--- config.mk ---
export PLATFORM = sky130hd
export DESIGN_NAME = ram_access_controller
export DESIGN_NICKNAME = d
export VERILOG_FILES = /design/src/rtl/ram_pkg.sv /design/src/rtl/burst_counter.sv /design/src/rtl/ram_access_controller.sv
export SDC_FILE = /design/constraint.sdc
export NUM_CORES = 1
export LEC_CHECK = 0
export CORE_AREA = 2 2 112 114
export CTS_CLUSTER_DIAMETER = 60
export DETAILED_ROUTE_END_ITERATION = 16
export DIE_AREA = 0 0 114 116
export PLACE_DENSITY_LB_ADDON = 0.05
export SYNTH_ARGS = -nofsm -noshare
export SYNTH_HDL_FRONTEND = slang
export SYNTH_SLANG_ARGS = --single-unit
--- constraint.sdc ---
create_clock -name clk -period 1.8 [get_ports clk]
set_input_delay 0.36 -clock clk [delete_from_list [all_inputs] [get_ports clk]]
set_output_delay 0.36 -clock clk [all_outputs]
set_load 0.01 [all_outputs]
--- src/rtl/ram_pkg.sv ---
`default_nettype none
// ============================================================================
//  Module      : ram_pkg
//  Description : Shared constants and FSM state encoding for the RAM access
//                controller and its burst counter.
//  Revision    : 1.0 - initial release
// ============================================================================
package ram_pkg;

  localparam int DATA_W_DEFAULT = 64;
  localparam int ADDR_W_DEFAULT = 11;
  localparam int MAX_BURST_DEFAULT = 4;

  // Requests carry beats-minus-one in a two-bit field.
  localparam int REQ_LEN_W = 2;

  typedef enum logic [2:0] {
    ST_IDLE    = 3'd0,
    ST_WRITE   = 3'd1,
    ST_RD_ADDR = 3'd2,
    ST_RD_CAP  = 3'd3,
    ST_RD_HOLD = 3'd4
  } state_t;

endpackage : ram_pkg
`default_nettype wire

--- src/rtl/burst_counter.sv ---
`default_nettype none
// ============================================================================
//  Module      : burst_counter
//  Description : Address and remaining-beat counter for one burst. Loads the
//                start address and beats-minus-one, increments the address
//                (wrapping modulo 2^ADDR_W) and flags the final beat.
//  Revision    : 1.0 - initial release
// ============================================================================
module burst_counter #(
  parameter int ADDR_W = 11,
  parameter int CNT_W  = 2
) (
  input  logic              clk,
  input  logic              reset,
  input  logic              load,
  input  logic [ADDR_W-1:0] load_addr,
  input  logic [CNT_W-1:0]  load_len,
  input  logic              incr,
  output logic [ADDR_W-1:0] addr,
  output logic              last
);

  logic [CNT_W-1:0] remaining;

  // Load takes priority; increment advances address and consumes one beat.
  always_ff @(posedge clk) begin
    if (reset) begin
      addr      <= '0;
      remaining <= '0;
    end else if (load) begin
      addr      <= load_addr;
      remaining <= load_len;
    end else if (incr) begin
      addr      <= addr + 1'b1;
      remaining <= remaining - 1'b1;
    end
  end

  assign last = (remaining == '0);

endmodule : burst_counter
`default_nettype wire

--- src/rtl/ram_access_controller.sv ---
`default_nettype none
// ============================================================================
//  Module      : ram_access_controller
//  Description : Burst read/write front end for a single-port synchronous RAM
//                with one-cycle read latency. Writes stream one beat per
//                cycle; reads take address, capture and hold phases per beat.
//  Revision    : 1.0 - initial release
// ============================================================================
module ram_access_controller
  import ram_pkg::*;
#(
  parameter int DATA_W    = DATA_W_DEFAULT,
  parameter int ADDR_W    = ADDR_W_DEFAULT,
  parameter int MAX_BURST = MAX_BURST_DEFAULT
) (
  input  logic                 clk,
  input  logic                 reset,
  input  logic                 req_valid,
  output logic                 req_ready,
  input  logic                 req_write,
  input  logic [ADDR_W-1:0]    req_addr,
  input  logic [REQ_LEN_W-1:0] req_len,
  input  logic                 wdata_valid,
  output logic                 wdata_ready,
  input  logic [DATA_W-1:0]    wdata,
  output logic                 rdata_valid,
  input  logic                 rdata_ready,
  output logic [DATA_W-1:0]    rdata,
  output logic                 done,
  output logic [ADDR_W-1:0]    ram_address,
  output logic                 ram_isReading,
  output logic [DATA_W-1:0]    ram_dataIn,
  input  logic [DATA_W-1:0]    ram_dataOut
);

  localparam int CNT_W = $clog2(MAX_BURST);

  state_t            state;
  state_t            state_next;
  logic              cnt_load;
  logic              cnt_incr;
  logic              done_next;
  logic              last_beat;
  logic              write_beat;
  logic [ADDR_W-1:0] cur_addr;

  burst_counter #(
    .ADDR_W (ADDR_W),
    .CNT_W  (CNT_W)
  ) u_burst_counter (
    .clk       (clk),
    .reset     (reset),
    .load      (cnt_load),
    .load_addr (req_addr),
    .load_len  (CNT_W'(req_len)),
    .incr      (cnt_incr),
    .addr      (cur_addr),
    .last      (last_beat)
  );

  // State register.
  always_ff @(posedge clk) begin
    if (reset) begin
      state <= ST_IDLE;
    end else begin
      state <= state_next;
    end
  end

  // Next-state decode, counter control and end-of-burst detection.
  always_comb begin
    state_next = state;
    cnt_load   = 1'b0;
    cnt_incr   = 1'b0;
    done_next  = 1'b0;
    unique case (state)
      ST_IDLE: begin
        if (req_valid) begin
          cnt_load   = 1'b1;
          state_next = req_write ? ST_WRITE : ST_RD_ADDR;
        end
      end
      ST_WRITE: begin
        if (wdata_valid) begin
          cnt_incr = 1'b1;
          if (last_beat) begin
            state_next = ST_IDLE;
            done_next  = 1'b1;
          end
        end
      end
      ST_RD_ADDR: state_next = ST_RD_CAP;
      ST_RD_CAP:  state_next = ST_RD_HOLD;
      ST_RD_HOLD: begin
        if (rdata_ready) begin
          cnt_incr = 1'b1;
          if (last_beat) begin
            state_next = ST_IDLE;
            done_next  = 1'b1;
          end else begin
            state_next = ST_RD_ADDR;
          end
        end
      end
      default: state_next = ST_IDLE;
    endcase
  end

  // Read hold register and the one-cycle completion pulse.
  always_ff @(posedge clk) begin
    if (reset) begin
      rdata <= '0;
      done  <= 1'b0;
    end else begin
      if (state == ST_RD_CAP) begin
        rdata <= ram_dataOut;
      end
      done <= done_next;
    end
  end

  // A write beat is suppressed while reset is asserted so an aborted burst
  // cannot touch the RAM in the reset cycle itself.
  assign write_beat    = (state == ST_WRITE) && wdata_valid && !reset;

  assign req_ready     = (state == ST_IDLE);
  assign wdata_ready   = (state == ST_WRITE) && !reset;
  assign rdata_valid   = (state == ST_RD_HOLD);
  assign ram_isReading = !write_beat;
  assign ram_dataIn    = write_beat ? wdata : '0;
  assign ram_address   = (write_beat || (state == ST_RD_ADDR)) ? cur_addr : '0;

endmodule : ram_access_controller
`default_nettype wire

==> results.yml <==
worst_setup_path:
  crit_slowest_cell: "dfxtp_2"
  worstSetupEndpointType: "output port"
  slowest_delay_ps: 330
  worstSetupPathType: "reg -> out"
  path_cells: "nor4b_4 -> buf_6 -> buf_12 -> buf_12 -> buf_16 -> and3_1 -> buf_2"
  required_ps: 1440
  crit_top_cell: "buf_12"
  crit_arrival_ps: 1690
  cp_max_fo: 8
  worstSetupStartpointType: "flop"
power_and_ir_drop:
  total_power_mw: 4.86
  peakVddDrop_mv: 0.376
  p_per_area_nw_per_um2: 672
  power.leakage_nw: 3.05
clocking:
  clk_pin_slew_ps: 60
  cts_buffer_depth: 2
  cts-htree-levels: 3
  cts_buffers: 9
  clkLatencyLatePin_ps: 330
  cts-root-buf: "clkbuf_16"
  cts_num_sinks: 81
  tritoncts: "built"
status:
  violations: "setup timing"
  outcome: "finished, violations left"
place:
  gp_congestion: 0.806
  post-dp-hpwl_um: 11300
  numPortBuffers: 290
floorplan:
  core_region_area_um2: 11900
  start_util: 0.319
  die_w_um: 114
  dieArea_um2: 13200
  fp.dieH_um: 116
  rows: 40
  io_pins: 291
synthesis:
  yosys-top-cells-area: "dfxtp_1 43%, nand2_1 13%, and3_1 11%"
  synth_fp_nets: 644
  synth_seq_cells: 81
  ys.warnings.count: 0
  synthArstFlopShare: 0
  synth_area_um2: 3800
  ys_seq_area_frac: 0.427
  ys_types: 50
  avgSynthCellArea_um2: 7.68
  yosys_most_used_dff: "dfxtp_1"
  yosysTopAreaCell: "dfxtp_1"
  synth_edf_count: 0
  yosys.area.top_type_share: 0.427
  synthCells: 495
sta:
  clock_skew_ps: 4.81
  finalSetupViolCount: 76
  fin_crit_ps: 2050
  fmax_mhz: 489
  setup_ws_ps: -246
  slew-limit-headroom: 0.425
  finalMaxSlewViolations: 0
  rsz0062_at_grt: "yes"
  worst_pin_slew_ps: 863
  hold_viol_final: 0
  finalCritPeriodShare: 1.14
  fin_tns_setup_ps: -11650
drt:
  firstDrtPassIters: 4
  drc: 0
  detail-route-antenna-nets: 0
  via_per_inst: 4.92
  wire_per_inst_um: 16.7
  vias: 4658
  wirelength_um: 15800
  drt_iter0_markers: 383
final_layout:
  syn2layout_area_growth_pct: 90.1
  mostFrequentLayoutCell: "clkdlybuf4s50_1"
  drive_above_1_share: 0.199
  antenna_cells: 0
  final_nets: 944
  most-common-layout-cells: "209 x clkdlybuf4s50_1, 134 x nand2_1, 78 x dfxtp_1"
global_routing:
  grt_max_degree: 82
  antenna_found_initial: 0
  grt_pass1_vias: 4481
  grt_pass1_wl_um: 23200
  grt-ovfl-total: 0
  grt_use_total: 0.225
run:
  cap_viol_max_count: 0
worst_hold_path:
  hold_path.class: "reg -> reg"
## stage by stage
| stage | util | std cells | setup slack, ps | area, um2 | hold slack [ps] |
|---|---|---|---|---|---|
| after floorplan | - | 495 | 23.0 | 3800 | 461 |
| after global placement | 0.582 | 917 | -892 | 6930 | 441 |
| after CTS | 0.599 | 941 | -247 | 7140 | 453 |
| final | 0.607 | 946 | -246 | 7220 | 452 |
| after global routing | 0.607 | 946 | -327 | 7220 | 470 |
| after detailed placement | 0.582 | 917 | -911 | 6930 | 446 |
## worst paths after layout
kind                            depth (start not counted)  slack, ps                                   end              startpoint
worst max-delay path                                    7       -250                        ram_dataIn[52]   state[1]$_SDFFE_PP0P_
worst min-delay path                                    2        450                rdata[20]$_SDFFE_PP0N_  rdata[20]$_SDFFE_PP0N_
worst max register to register                          7          0  u_burst_counter.addr[3]$_SDFFE_PP0P_   state[2]$_SDFFE_PP0P_
worst min register to register                          2        450                rdata[20]$_SDFFE_PP0N_  rdata[20]$_SDFFE_PP0N_
## area by class of cell
type / count / area, um2
Multi-Input combinational cell: 368 / 2050
Clock inverter: 2 / 12.5
Sequential cell: 81 / 1630
Inverter: 3 / 11.3
Tap cell: 147 / 184
Timing Repair Buffer: 332 / 3080
Fill cell: 1123 / 4690
Clock buffer: 13 / 270
## worst max-delay path, delay by kind of cell (launching register included)
kind / cells / cell delay, ps
and+or+nand+nor: 2 / 410
buffers and inverters: 5 / 610
DFF: 1 / 330
## routing by layer
metal	track usage	wire length (um)
met4	0.0683	218
met3	0.0601	1240
met2	0.400	7980
met5	0	0
met1	0.267	6370
## power by group
part	internal, mW	total [mW]	switching [mW]
logic	0.696	1.20	0.502
registers	1.87	1.93	0.0608
clock network	1.04	1.73	0.689
## cell families (layout without fill, tap and decap cells)
kind of cell             Yosys count  in the layout  share of synthesized area
AO/OA/AOI/OAI                    103            103                      0.159
flip-flops                        81             81                      0.427
multiplexers                       1              1                    0.00296
XOR/XNOR                           5              5                     0.0115
AND/OR/NAND/NOR                  256            257                      0.335
buffers and inverters             47            350                     0.0579
adder cells (fa/ha/maj)            2              2                    0.00658
## what timing repair did
action | CTS | global route
setup endpoints to repair | 92 | 90
setup buffers | 5 | 4
pin swaps | 7 | 6
gates resized for setup | 345 | 20
hold buffers | 0 | 0
gates cloned | 5 | 1
## flip-flops by register name (all words and copies together) (netlist names)
signal / count
rdata: 64
u_burst_counter.addr: 11
u_burst_counter.remaining: 2
done: 1
state: 3
## synth_stat cells (all sizes together) (2+ instances only)
| cell | count |
|---|---|
| xor2 | 4 |
| o2111ai | 2 |
| nor3 | 2 |
| ha | 2 |
| nand2b | 5 |
| nor2b | 11 |
| a2111oi | 2 |
| nand3 | 7 |
| nand2 | 135 |
| inv | 3 |
| buf | 17 |
| nor2 | 15 |
| o21ai | 5 |
| a21oi | 74 |
| o32ai | 2 |
| and3 | 65 |
| o31a | 2 |
| dfxtp | 81 |
| nand4 | 2 |
| nor4 | 2 |
| nor4b | 2 |
| a41o | 2 |
| a211oi | 8 |
| clkbuf | 27 |
Note: power is estimated with default switching activity, not from simulation.
==> variant, RTL diff (config.mk and constraints unchanged) <==
The package constant `ADDR_W_DEFAULT` goes from 11 to 10.
--- a/src/rtl/ram_pkg.sv
+++ b/src/rtl/ram_pkg.sv
@@ -8,7 +8,7 @@
 package ram_pkg;
 
   localparam int DATA_W_DEFAULT = 64;
-  localparam int ADDR_W_DEFAULT = 11;
+  localparam int ADDR_W_DEFAULT = 10;
   localparam int MAX_BURST_DEFAULT = 4;
 
   // Requests carry beats-minus-one in a two-bit field.
Interface: changed (resized ram_address and req_addr); port bits go from 291 to 289. No check against the original RTL was run, so the function may have changed too.
==> variant against the original RTL <==
- sequential cell count decreased by 1
- wire length up 1.4%
- the flow still finishes with violations (negative setup slack)
- non-clock buffer count is 12 higher
- power down 2.0%
- synthesized area decreased by 4.1%
- die area unchanged
- combinational power down 5%
- global-route usage decreased by 1.2 points
- setup slack got worse by 0.0086 ns
- cell area increased by 4.6%
==> variant: results <==
{
  "status": "finished with violations",
  "violations": "negative setup slack",
  "tightest_slew_ns": 0.674,
  "worst_slack_ns": -0.255,
  "clock_path_buffers": 2,
  "grt_pass1_wl_um": 22200,
  "htree_levels": 3,
  "place_area_um2": 6750,
  "ys_warn_count": 0,
  "r2r_slack_ns": -0.12,
  "timing.rr.start": "state[1]",
  "vdd_drop_max_mv": 0.366,
  "rr_endpoint": "u_burst_counter.addr[7]",
  "dr_total_vias": 4602,
  "critPathMaxFanout": 3,
  "hold_depth": 2,
  "grt_pass1_vias": 4412,
  "hp-start": "rdata[7]",
  "yosysSeqAreaShare": 0.440,
  "synth_area_leaders": "dfxtp_1 (44%), nand2_1 (14%), and3_1 (11%), a21oi_1 (9.2%), clkbuf_1 (3.0%)",
  "reg2reg_depth": 9,
  "fin_skew_ns": 0.00731,
  "firstDrtPassIters": 4,
  "drtIter0Drc": 275,
  "numCtsBuffers": 9,
  "synthDistinctLibCells": 38,
  "grt_start_max_net_pins": 65,
  "top_layer_used": "met4",
  "dpl.hpwl_um": 10900,
  "nets": 937,
  "synth_edf_count": 0,
  "wl_met3_um": 1360,
  "met2_length_um": 8410,
  "async_flop_share": 0,
  "io_buffers": 288,
  "clk_latency_ns": 0.33,
  "antennaDiodeCount": 0,
  "power.switching_mw": 1.18,
  "wl_met1_um": 5930,
  "fillCellCount": 1043,
  "largest_registers": "rdata: 64 flops, u_burst_counter.addr: 10 flops, state: 3 flops",
  "finalSetupViolCount": 83,
  "antenna_found_initial": 0,
  "grt.total_usage": 0.214,
  "gp_congestion": 0.793,
  "clk_pin_slew_ns": 0.06,
  "drive_gt1_frac": 0.257,
  "synth_commonest_cells": "nand2_1 (133), dfxtp_1 (80), a21oi_1 (67), and3_1 (66), clkbuf_1 (29)",
  "finalSetupTns_ns": -13.04,
  "finalWirelength_um": 16000,
  "cts_root_buf": "clkbuf_16",
  "power.leakage_nw": 3.08,
  "hold_path_class": "reg -> reg",
  "synth_nets": 625,
  "crit_arrival_ns": 1.70,
  "hold_end": "rdata[7]"
}
==> variant: changes by cell type after synthesis, moves of 3 or more <==
cell and delta:
nor2b_1 -10, and2_1 +12, nand2b_1 -4, a21oi_1 -7, xor2_1 +3, nand3_1 -4
==> variant: layer usage <==
metal | GRT usage | up-vias
met5 | 0 | -
met4 | 0.0707 | 0
met3 | 0.0690 | 20
met2 | 0.389 | 196
met1 | 0.235 | 2149
li1 | - | 2237
==> variant: power groups by stage <==
| stage | clock network (mW) | registers [mW] | logic (mW) |
|---|---|---|---|
| after CTS | 1.78 | 1.89 | 1.04 |
| after global placement | 0 | 1.93 | 0.923 |
| after global routing | 1.83 | 1.90 | 1.22 |
| final | 1.72 | 1.89 | 1.14 |
| after detailed placement | 0 | 1.93 | 0.933 |
| after floorplan | 0 | 1.93 | 0.323 |
==> variant: cells by family (layout without fill, tap and decap cells) <==
| kind of cell | count (synthesis) | after routing | synth area share |
|---|---|---|---|
| simple gates | 247 | 247 | 0.328 |
| compound gates | 94 | 94 | 0.151 |
| flops | 80 | 80 | 0.440 |
| buf+inv | 46 | 363 | 0.0553 |
| xor+xnor | 8 | 8 | 0.0192 |
| fa+ha+maj | 2 | 2 | 0.00687 |
==> variant: worst max path at each step <==
stage	startpoint	end	depth (start not counted)
2_1_floorplan	reset	ram_dataIn[14]	4
3_3_place_gp	wdata_valid	ram_dataIn[10]	4
3_5_place_dp	wdata_valid	ram_dataIn[10]	4
4_1_cts	state[1]	ram_dataIn[47]	5
5_1_grt	state[1]	ram_address[4]	9
6_report	state[1]	ram_address[4]	9
==> variant: critical path, cell delays in order, from the launching register on <==
cell and delay, ns:
dfxtp_4 0.35, buf_6 0.13, nor2_4 0.07, nand3_2 0.10
a21oi_4 0.19, buf_6 0.12, buf_6 0.09, buf_6 0.09
and2_4 0.13, buf_6 0.09
==> variant: final cells by class <==
class / instances / area (um^2) / share of cell area
inverter: 3 / 11.3 / 0.00149
multi-input combinational: 351 / 2110 / 0.279
timing repair buffer: 344 / 3360 / 0.444
clock inverter: 2 / 12.5 / 0.00166
tap: 147 / 184 / 0.0243
clock buffer: 14 / 274 / 0.0363
sequential: 80 / 1610 / 0.213
==> variant: repair_timing <==
item,in CTS,in global routing
resized for setup,385,60
setup endpoints to repair,88,148
setup buffers,17,6
cloned,6,4
pin swaps,13,23
==> variant: metrics by stage <==
stage | worst slack, ns | instances | total power, mW | hold WS [ns] | utilization
global placement | -0.529 | 894 | 2.85 | 0.441 | 0.567
CTS | -0.271 | 933 | 4.70 | 0.437 | 0.602
global route | -0.309 | 941 | 4.95 | 0.465 | 0.635
detailed placement | -0.585 | 894 | 2.86 | 0.446 | 0.567
floorplan | 0.0322 | 477 | 2.25 | 0.475 | -
finish | -0.255 | 941 | 4.76 | 0.450 | 0.635
